--- config.mk ---
export PLATFORM = sky130hd
export DESIGN_NAME = two_of_three_tx
export DESIGN_NICKNAME = d
export VERILOG_FILES = /design/src/rtl/two_of_three_tx.sv
export SDC_FILE = /design/constraint.sdc
export NUM_CORES = 1
export LEC_CHECK = 0
export CAP_MARGIN = 20
export CORE_ASPECT_RATIO = 0.6
export CORE_MARGIN = 1
export CORE_UTILIZATION = 39
export CTS_BUF_LIST = sky130_fd_sc_hd__clkbuf_16
export DETAILED_ROUTE_END_ITERATION = 16
export SLEW_MARGIN = 10
export SYNTH_ARGS = -nofsm -noshare
export SYNTH_HDL_FRONTEND = slang
export SYNTH_SLANG_ARGS = --single-unit
--- constraint.sdc ---
create_clock -name clk -period 5.4 [get_ports clk]
set_clock_uncertainty 0.2 [all_clocks]
set_input_delay 0.81 -clock clk [delete_from_list [all_inputs] [get_ports clk]]
set_output_delay 0.81 -clock clk [all_outputs]
set_load 0.03 [all_outputs]
--- src/rtl/two_of_three_tx.sv ---
// Serial transmitter for the two-hot (2-of-3) line code: each 4-bit nibble is
// split into three base-3 trits and sent MSB first behind a SYNC codeword.
module two_of_three_tx #(
    parameter int GAP = 0
) (
    input  logic       clk,
    input  logic       rst_n,
    input  logic       in_valid,
    output logic       in_ready,
    input  logic [3:0] in_data,
    output logic [2:0] code_out,
    output logic       code_valid,
    output logic       busy
);

    typedef enum logic [2:0] {
        S_IDLE,
        S_SYNC,
        S_T2,
        S_T1,
        S_T0,
        S_GAP
    } state_t;

    localparam logic [2:0] CODE_IDLE = 3'b000;
    localparam logic [2:0] CODE_SYNC = 3'b111;
    localparam logic       HAS_GAP   = (GAP > 0);
    localparam logic [3:0] GAP_LOAD  = (GAP > 0) ? 4'(GAP - 1) : 4'd0;

    state_t     state_q, state_d;
    logic [5:0] trits_q, trits_d;
    logic [3:0] gap_cnt_q, gap_cnt_d;
    logic [2:0] code_out_q, code_out_d;
    logic       code_valid_q, code_valid_d;
    logic       busy_q, busy_d;

    logic       accept;
    logic [1:0] nib_t2, nib_t1, nib_t0;
    logic [3:0] nib_rem;
    logic [1:0] nib_sub;

    function automatic logic [2:0] trit_code(input logic [1:0] t);
        case (t)
            2'd0:    trit_code = 3'b011;
            2'd1:    trit_code = 3'b101;
            default: trit_code = 3'b110;
        endcase
    endfunction

    assign in_ready = rst_n && ((state_q == S_IDLE) || ((state_q == S_T0) && !HAS_GAP));
    assign accept   = in_valid && in_ready;

    // The remainder after removing 9 is at most 8, so t0 only needs the low two
    // bits: subtracting 6 or 3 modulo 4 yields the remainder of the division by 3.
    always_comb begin
        nib_t2  = (in_data >= 4'd9) ? 2'd1 : 2'd0;
        nib_rem = in_data - ((in_data >= 4'd9) ? 4'd9 : 4'd0);
        if (nib_rem >= 4'd6) begin
            nib_t1  = 2'd2;
            nib_sub = 2'b10;
        end else if (nib_rem >= 4'd3) begin
            nib_t1  = 2'd1;
            nib_sub = 2'b11;
        end else begin
            nib_t1  = 2'd0;
            nib_sub = 2'b00;
        end
        nib_t0 = nib_rem[1:0] - nib_sub;
    end

    always_comb begin
        state_d   = state_q;
        trits_d   = trits_q;
        gap_cnt_d = gap_cnt_q;
        case (state_q)
            S_IDLE: begin
                if (accept) begin
                    state_d = S_SYNC;
                    trits_d = {nib_t2, nib_t1, nib_t0};
                end
            end
            S_SYNC: state_d = S_T2;
            S_T2:   state_d = S_T1;
            S_T1:   state_d = S_T0;
            S_T0: begin
                if (HAS_GAP) begin
                    state_d   = S_GAP;
                    gap_cnt_d = GAP_LOAD;
                end else if (accept) begin
                    state_d = S_SYNC;
                    trits_d = {nib_t2, nib_t1, nib_t0};
                end else begin
                    state_d = S_IDLE;
                end
            end
            S_GAP: begin
                if (gap_cnt_q == 4'd0) begin
                    state_d = S_IDLE;
                end else begin
                    gap_cnt_d = gap_cnt_q - 4'd1;
                end
            end
            default: state_d = S_IDLE;
        endcase
    end

    // Outputs are decoded from the next state so they line up with it when registered.
    always_comb begin
        code_out_d   = CODE_IDLE;
        code_valid_d = 1'b0;
        case (state_d)
            S_SYNC: begin
                code_out_d   = CODE_SYNC;
                code_valid_d = 1'b1;
            end
            S_T2: begin
                code_out_d   = trit_code(trits_d[5:4]);
                code_valid_d = 1'b1;
            end
            S_T1: begin
                code_out_d   = trit_code(trits_d[3:2]);
                code_valid_d = 1'b1;
            end
            S_T0: begin
                code_out_d   = trit_code(trits_d[1:0]);
                code_valid_d = 1'b1;
            end
            default: begin
                code_out_d   = CODE_IDLE;
                code_valid_d = 1'b0;
            end
        endcase
        busy_d = (state_d != S_IDLE);
    end

    always_ff @(posedge clk) begin
        if (!rst_n) begin
            state_q      <= S_IDLE;
            trits_q      <= 6'd0;
            gap_cnt_q    <= 4'd0;
            code_out_q   <= CODE_IDLE;
            code_valid_q <= 1'b0;
            busy_q       <= 1'b0;
        end else begin
            state_q      <= state_d;
            trits_q      <= trits_d;
            gap_cnt_q    <= gap_cnt_d;
            code_out_q   <= code_out_d;
            code_valid_q <= code_valid_d;
            busy_q       <= busy_d;
        end
    end

    assign code_out   = code_out_q;
    assign code_valid = code_valid_q;
    assign busy       = busy_q;

endmodule

==> impl_metrics.toml, run 1 <==
[final_layout]
drive_gt1_frac = 0.0625
area_delta_synth_final_pct = 20.2
seq_area_sq_um = 360
diodes = 0
multiInputGateArea_sq_um = 574
layout_commonest_cell = "dfxtp_1"
final_cell_mix = "dfxtp_1 (18), nand2_1 (14), clkdlybuf4s50_1 (12), nor2_1 (11)"
fillers = 201
fin_nets = 141
finish.instance_area_sq_um = 1200

[synth]
synthTopCellsByArea = "dfxtp_1 (36%), nand2_1 (5.3%), ha_1 (5.0%)"
synth-compound-area-share = 0.183
synthMuxAreaShare = 0.0402
synth_nets = 129
synth_top_cell_area_share = 0.362
yosysUniqueCellTypes = 37
post_synth_fa_ha_maj_area_fraction = 0.0503
ys_ff_latch = 18
yosys_warnings = 0
syn_area_sq_um = 996
yosys.area_share.simple = 0.250
synth_top_cell_by_area = "dfxtp_1"
synthCells = 118
synth_top_family_by_area = "simple AND/OR/NAND/NOR gates"
avgSynthCellArea_sq_um = 8.44
ys_seq_area_frac = 0.362
synthXorXnorAreaFrac = 0.0528

[pwr]
p_per_area_nw_per_um2 = 305
irDropWorstVdd_mv = 0.165
p_int_uw = 272
leakagePower_uw = 0.000493
pwr-share-seq = 0.416
p_switching_uw = 93.0
switching_share = 0.255
pwr-share-clk = 0.387
p_comb_frac = 0.197
report.power.total_uw = 365

[die]
core_sq_um = 2290
die_w_um = 67.2
dieArea_sq_um = 2770
std_cell_rows = 13
io-pin-count = 13
start_util = 0.434
die_y_um = 41.1

[worst_setup_path]
arrival_ns = 2.50
startpoint_type = "primary input"
setup.worst_path.class = "in -> out"
slowest_stage = "clkdlybuf4s50_1"
path_cells = "clkdlybuf4s50_1, and2_1, clkdlybuf4s50_1"
critPathMostFrequentCell = "clkdlybuf4s50_1"
cp_max_fo = 19
required_ns = 4.39
cpPeakStageDelay_ns = 0.82
cp-end-kind = "output port"

[timing]
setup_viol = 0
maxSlewViolCount = 0
max_freq_mhz = 285
rsz0062_at_grt = "no"
fin_crit_sh = 0.650
hold_viol = 0
setup-tns-final_ns = 0
min_period_ns = 3.51
worst_pin_slew_ns = 0.556
slew_headroom = 0.628

[detailed_routing]
via_per_inst = 5.17
initialDrtViolationCount = 49
wl_per_cell_um = 12.4
wl_um = 1960
vias = 817
drc = 0
antenna_left = 0
first_pass_iters = 4

[cts]
worstSkewPairLatency_ns = 0.24
cts_buffers = 3
post_cts_buffers = 0
clock_sinks = 18
hold_buffers = 0
path_clk_slew_ns = 0.05
cts_tree = "done"
ctsResizeCount = 0
htree_levels = 1
cts_max_path_buffers = 2
cts-root-buf = "clkbuf_16"

[run]
cap_violations = 0

[grt]
grt_max_degree = 20
grt_pass1_wl_um = 3190
overflow = 0
antenna_found_initial = 0
grt_util_all_layers = 0.164
grt_pass1_vias = 695

[placement]
gp_congestion = 0.747
dp_hpwl_um = 1500
io_buffers = 12
dpl-instance-area_sq_um = 1120

[worst_hold_path]
hold_path_class = "reg -> reg"

[outcome]
status = "completed"
[power by group through the flow]
stage / sequential (uW) / combinational [uW] / clock [uW]
2_1_floorplan: 157 / 46.6 / 0
3_3_place_gp: 154 / 70.5 / 0
3_5_place_dp: 154 / 71.2 / 0
4_1_cts: 152 / 71.7 / 146
5_1_grt: 153 / 79.2 / 153
6_report: 152 / 72.0 / 141
[cells by family (layout without fill, tap and decap cells)]
logic type      count (synthesis)  count (layout)
simple gates                   46              46
compound gates                 27              27
flops                          18              18
buf+inv                        13              23
xor+xnor                        6               6
fa+ha+maj                       4               4
mux                             4               4
[through the flow]
stage	utilization	hold slack [ns]	std cells	worst slack (ns)
detailed placement	0.489	0.287	155	1.77
finish	0.522	0.288	158	1.89
CTS	0.522	0.294	158	1.87
global placement	0.489	0.256	155	1.80
floorplan	-	0.245	118	2.62
global route	0.522	0.305	158	1.77
[registers in the layout (all words and copies together) (netlist names)]
signal	count
trits_q	6
gap_cnt_q	4
code_out	3
state_q	3
busy	1
code_valid	1
[final timing paths]
check / startpoint / end / slack [ns] / cells past startpoint
max: rst_n / in_ready / 1.89 / 3
min: trits_q[2]$_SDFF_PN0_ / trits_q[2]$_SDFF_PN0_ / 0.29 / 2
max reg2reg: state_q[1]$_SDFF_PN0_ / code_out[2]$_SDFF_PN0_ / 3.54 / 5
min reg2reg: trits_q[2]$_SDFF_PN0_ / trits_q[2]$_SDFF_PN0_ / 0.29 / 2
[synth_stat cells, drive strengths merged]
master and number:
inv 8, ha 4, dfxtp 18, nor3 1
nand4 2, buf 2, nor2 11, nand2 15
a31o 1, a211oi 1, a31oi 1, nor2b 1
nand3 1, nor3b 1, and2 5, o211a 1
mux2i 4, or3b 1, xnor2 5, a22oi 1
o21a 2, o21ai 9, clkbuf 3, xor2 1
a21boi 3, nand2b 3, o221ai 1, and3 4
a21oi 6, o311ai 1, nor4b 1
[layout make-up]
cell class,count,share of cell area
multi-input cells,87,0.480
flip-flops and latches,18,0.301
repair buffers,12,0.100
clock buffers,3,0.0627
well taps,30,0.0313
inverters,8,0.0251
[worst max-delay path: cells and delay by family]
| kind | cells | cell delay [ns] |
|---|---|---|
| AND/OR/NAND/NOR | 1 | 0.20 |
| buffers and inverters | 2 | 1.48 |
[metal layers]
layer,vias to the layer above,part of all wire,track usage
li1,424,-,-
met1,366,0.52,0.229
met2,25,0.40,0.243
met3,2,0.073,0.0667
met4,0,0.0041,0.0160
met5,-,0,0
Power figures use the tool's default switching activity.
==> inputs of run 2 (changes only) <==
==> constraint.sdc (replaced) <==
create_clock -name clk -period 2.9 [get_ports clk]
set_clock_uncertainty 0.2 [all_clocks]
set_input_delay 0.435 -clock clk [delete_from_list [all_inputs] [get_ports clk]]
set_output_delay 0.435 -clock clk [all_outputs]
set_load 0.03 [all_outputs]
==> run 2 against run 1 <==
Effect of this change: largest power group unchanged; combinational power increased by 100%; sequential share of layout area decreased by 1.7 points; design area grew 6.0%; critical path type is now in -> reg; hold slack improved by 0.017 ns; clock-buffer cell count is the same; total power is 92% higher; sequential power is 86% higher; setup slack worse by 1.7 ns.
==> impl_metrics.toml, run 2 (synthesis results as in run 1) <==
[detailed_routing]
wl_um = 2290
vias = 895
first_pass_iters = 5
antenna_left = 0
wl_per_cell_um = 13.6
initialDrtViolationCount = 70
drc = 0
via_per_inst = 5.33

[timing]
rsz0062_at_grt = "no"
timing.hold.ws_ns = 0.305
slew_headroom = 0.628
maxSlewViolCount = 0
hold_viol = 0
setup_slack_ns = 0.177
fin_crit_sh = 0.939
max_freq_mhz = 367
setup_viol = 0
worst_pin_slew_ns = 0.557
setup-tns-final_ns = 0
min_period_ns = 2.72

[cts]
cts_tree = "done"
worstSkewPairLatency_ns = 0.25
clock_sinks = 18
htree_levels = 1
cts_buffers = 3
path_clk_slew_ns = 0.05
cts_max_path_buffers = 2
post_cts_buffers = 0
cts-root-buf = "clkbuf_16"

[die]
std_cell_rows = 13
die_y_um = 41.1
start_util = 0.434
io-pin-count = 13
core_sq_um = 2290
die_w_um = 67.2
dieArea_sq_um = 2770

[pwr]
switching_share = 0.264
leakagePower_uw = 0.000540
p_per_area_nw_per_um2 = 554
irDropWorstVdd_mv = 0.397
p_switching_uw = 185
p_int_uw = 517
p_comb_frac = 0.209
pwr-share-seq = 0.403
pwr-share-clk = 0.388

[final_layout]
fin_nets = 150
drive_gt1_frac = 0.123
layout_commonest_cell = "dfxtp_1"
regMostFlops = "trits_q"
fillers = 207
top_regs = "trits_q (6), gap_cnt_q (4)"
diodes = 0
area_delta_synth_final_pct = 27.4
fin_util = 0.553
final_cell_mix = "dfxtp_1 (18), nand2_1 (14), clkdlybuf4s50_1 (12), nor2_1 (11), buf_4 (9)"
largest_reg_flops = 6

[worst_setup_path]
cp-end-kind = "flop"
r2r_cells = 5
critPathBufInv = 1
cp.depth = 11
setup.worst_path.class = "in -> reg"
cpPeakStageDelay_ns = 0.49
startpoint_type = "primary input"
arrival_ns = 2.71
required_ns = 2.89
slowest_stage = "clkdlybuf4s50_1"
cp_max_fo = 5
path_delay_family = "adder cells"
path_cells = "clkdlybuf4s50_1, nor2_1, a21boi_1, ha_1, ha_1, nor2_1, nand2_1, a22oi_1, ha_1, o21ai_0, and2_1"
critPathMostFrequentCell = "ha_1"

[run]
cap_violations = 0

[worst_hold_path]
hold_path_class = "reg -> reg"
hold_depth = 2

[placement]
dp_slack_ns = -0.121
gp_congestion = 0.817
dp_hpwl_um = 1730
io_buffers = 12

[grt]
grt_util_all_layers = 0.194
antenna_found_initial = 0
overflow = 0
grt_pass1_wl_um = 3680
grt_pass1_vias = 758
grt_max_degree = 19

[outcome]
status = "completed"
run 2: changes by cell type in the layout (fill, tap and decap cells not counted), sizes merged:
cell    delta
buf        +9
clkinv     +1
run 2: layer usage:
metal  up-vias  track usage  wire length, um  part of all wire
li1        446            -                -                 -
met1       414        0.268             1200              0.52
met2        31        0.298              939              0.41
met3         4       0.0667              135             0.059
met4         0       0.0213               15            0.0066
met5         -            0                0                 0
run 2: layout make-up:
| type | instances | area, sq um | share of cell area |
|---|---|---|---|
| multi-input cells | 87 | 574 | 0.453 |
| well taps | 30 | 37.5 | 0.0296 |
| flip-flops and latches | 18 | 360 | 0.284 |
| clock inverters | 1 | 3.75 | 0.00296 |
| inverters | 8 | 30.0 | 0.0237 |
| repair buffers | 21 | 188 | 0.148 |
| clock buffers | 3 | 75.1 | 0.0592 |
run 2: path summary, 6_finish.rpt:
path	start	to	slack, ns
worst max-delay path	in_data[2]	trits_q[0]$_SDFF_PN0_	0.18
worst min-delay path	trits_q[2]$_SDFF_PN0_	trits_q[2]$_SDFF_PN0_	0.30
worst max register to register	state_q[1]$_SDFF_PN0_	code_out[2]$_SDFF_PN0_	1.11
worst min register to register	trits_q[2]$_SDFF_PN0_	trits_q[2]$_SDFF_PN0_	0.30
run 2: what timing repair did:
item | CTS | global route
gates resized for setup | 0 | 1
setup endpoints to repair | 0 | 2
hold buffers | 0 | 0
run 2: metrics by stage:
step,power (uW),cells,cell area [sq um]
2_1_floorplan,379,118,996
3_3_place_gp,427,164,1190
3_5_place_dp,433,164,1190
4_1_cts,706,168,1270
5_1_grt,736,168,1270
6_report,702,168,1270
run 2: worst register-to-register path: cells and delay by family, from the launching register on:
family,cells,cell delay [ns]
flip-flops,1,0.67
AND/OR/NAND/NOR,2,0.44
AO/OA/AOI/OAI,3,0.36
run 2: power groups by stage:
stage          clock network, uW  logic (uW)  registers (uW)
2_1_floorplan                  0        86.7             293
3_3_place_gp                   0         141             286
3_5_place_dp                   0         145             288
4_1_cts                      277         146             283
5_1_grt                      290         161             285
6_report                     272         147             283
==> RTL change: new RTL, flow settings as in run 2 <==
Make the reset (`rst_n`) asynchronous in one clocked block.
--- a/src/rtl/two_of_three_tx.sv
+++ b/src/rtl/two_of_three_tx.sv
@@ -135,3 +135,3 @@
 
-    always_ff @(posedge clk) begin
+    always_ff @(posedge clk or negedge rst_n) begin
         if (!rst_n) begin
Behaviour: differs if rst_n is asserted again (counterexample within 4 cycles, from zero or initial values and one cycle with rst_n low); with rst_n held inactive, the same outputs for 10 cycles.
==> RTL change against run 2 <==
- sequential cell count unchanged
- routed wire length shrank 16%
- synthesized cell count down 22%
- design area fell by 2.7%
- synthesized area fell by 6.2%
- non-clock buffer count up 1
- via count is 21% lower
- setup slack lost 0.11 ns
Power is not compared: it rests on default switching activity, and its combinational part moved more than twofold at a synthesized area within 25%.
==> RTL change: results (changes against run 2) <==
Synthesis
  – Post-synth ARST share: 100.0% (+100 points)
  – List of most frequent post-synthesis cells: dfrtp_1 (18), nand2_1 (10), inv_1 (6), nor2_1 (6), o21ai_0 (5)
  – Synth area leaders: dfrtp_1 (48%), ha_1 (5.4%), nand2_1 (4.0%)
  – Synth unique cells: 35 (-5.4%)
  – Sequential share of the synthesized area: 48.19% (+12 points)
  – Main flop type after synthesis: dfrtp_1
  – Yosys Warn Count: 0 (unchanged)
  – Mapped Nets: 103 (-20%)
  – Count leader, synth: dfrtp_1

Critical path
  – R2R Setup Slk: 1.00 ns (-0.11 ns)
  – Reg2reg path depth: 5 (unchanged)
  – RR Endpoint: code_out[0]$_DFF_PN0_
  – CP peak stage delay: 0.45 ns (-0.04 ns)
  – Critical path's slowest cell: clkdlybuf4s50_1
  – Critical R2R Launch: state_q[0]$_DFF_PN0_
  – Worst Setup SP: in_data[2]
  – Critical path's top delay family: compound AO/OA/AOI/OAI gates
  – Crit path DAT: 2.75 ns (+0.04 ns)
  – Critical path peak fanout: 2 (-3)

Cells and area
  – Layout Nets: 127 (-15%)
  – Share of post-route cells with drive strength above 1: 24.56% (+12 points)
  – Top Registers: trits_q x6, gap_cnt_q x4
  – Filler cells: 201 (-2.9%)
  – Ant diodes: 0 (unchanged)

Clocking
  – Root Buffer: clkbuf_16
  – CTS max path bufs: 2 (unchanged)
  – CTS Buf Count: 3 (unchanged)
  – H-tree depth: 1 (unchanged)
  – Reg clk slew, reported paths: 0.05 ns (about the same)

Placed design
  – PortBufs: 12 (unchanged)
  – Final HPWL from detailed placement: 1412 microns (-19%)
  – Area after DPL: 1141 sq um (-4.1%)
  – Global placement routability congestion: 0.7882 (-3.5%)
  – Place WS: -0.2245 ns (-0.1033 ns)

GRT
  – Initial antenna violation count: 0 (unchanged)
  – Pin count of the biggest net entering global routing: 19 (unchanged)
  – Vias in the first global route: 597 (-21%)
  – Total GRT Usage: 16.44% (-2.9 points)
  – First-pass GRT wire length: 2911 microns (-21%)

Detailed routing
  – Total Wirelength: 1928 microns (-16%)
  – Top routing layer in use: met4
  – Drt pass-1 iters: 4 (-1)
  – Avg Vias per Cell: 4.938 (-7.3%)
  – DRT iter0 DRCs: 46 (-34%)
  – Met2 WL post-DR: 747 microns (-20%)
  – Met3 WL: 134 microns (-0.74%)
  – M1 wire length: 1036 microns (-13%)

STA
  – Least-Margin Pin Slew: 0.4876 ns (-0.06985 ns)
  – Pins Over Slew Limit: 0 (unchanged)
  – Min Hold Slack: 0.2948 ns (-0.01019 ns)

Power
  – VDD IR max: roughly 0.00045 V
  – Internal power: about 0.0007 W
  – Leakage Power: 0.5559 nW

Worst hold path
  – Hold Path End: gap_cnt_q[3]$_DFFE_PN0P_
  – Min-delay src: gap_cnt_q[3]$_DFFE_PN0P_
  – Worst hold path depth: 1 (-1)

Status
  – Status: complete, no violations
## RTL change: changes by cell type in the layout (fill, tap and decap cells not counted), sizes merged, moves of 4 or more
cell and change:
a21oi -4, and2 -4, and3 -4, dfrtp +18
dfxtp -18, mux2i -4, nand2 -5, nor2 -5
## RTL change: how the worst max path moves through the flow
stage / to / slack [ns] / cells after the start
3_3_place_gp: trits_q[1]$_DFF_PN0_ / -0.13 / 10
6_report: trits_q[1]$_DFF_PN0_ / 0.06 / 10
4_1_cts: trits_q[1]$_DFF_PN0_ / 0.04 / 10
3_5_place_dp: trits_q[1]$_DFF_PN0_ / -0.22 / 10
5_1_grt: trits_q[1]$_DFF_PN0_ / -0.02 / 10
2_1_floorplan: trits_q[1]$_DFF_PN0_ / 0.42 / 9
## RTL change: layout make-up
class	instances	share of cell area, %
multi-input combinational	64	36.68
timing repair buffer	22	15.60
clock buffer	3	6.079
sequential	18	36.47
inverter	7	2.128
tap	30	3.040
## RTL change: power groups by stage
stage	sequential [W]	combinational, W	clock [W]
after floorplan	0.000459	0.000244	0
after global placement	0.000416	0.000434	0
after detailed placement	0.000416	0.000442	0
after CTS	0.000413	0.000446	0.000274
after global routing	0.000427	0.000490	0.000286
final	0.000416	0.000452	0.000268
## RTL change: logic make-up after synthesis
family	count (synthesis)	share of synthesized area, %
AOI/OAI and AO/OA	17	12.85
xor gates and xnor gates	6	5.624
adders and majority gates	4	5.355
buffers and inverters	10	4.550
DFF	18	48.19
muxes	2	2.409
and+or+nand+nor	35	21.02
## RTL change: through the flow
| stage | total power (W) | setup TNS, ns | util (%) | cells |
|---|---|---|---|---|
| 3_3_place_gp | 0.0008495 | -0.1609 | 51.58 | 140 |
| 3_5_place_dp | 0.0008581 | -0.3682 | 51.58 | 140 |
| 6_report | 0.001135 | 0 | 55.83 | 144 |
| 2_1_floorplan | 0.0007033 | 0 | - | 92 |
| 4_1_cts | 0.001133 | 0 | 54.98 | 143 |
| 5_1_grt | 0.001203 | -0.01818 | 55.83 | 144 |
## RTL change: repair_timing
| action | CTS | global route |
|---|---|---|
| gates resized for setup | 0 | 4 |
| setup buffers | 0 | 1 |
| setup endpoints to repair | 0 | 2 |
## RTL change: per-layer routing
| metal | up-vias | GRT usage (%) |
|---|---|---|
| li1 | 365 | - |
| met1 | 317 | 24.96 |
| met2 | 27 | 19.85 |
| met3 | 2 | 6.977 |
| met4 | 0 | 4.891 |
| met5 | - | 0 |
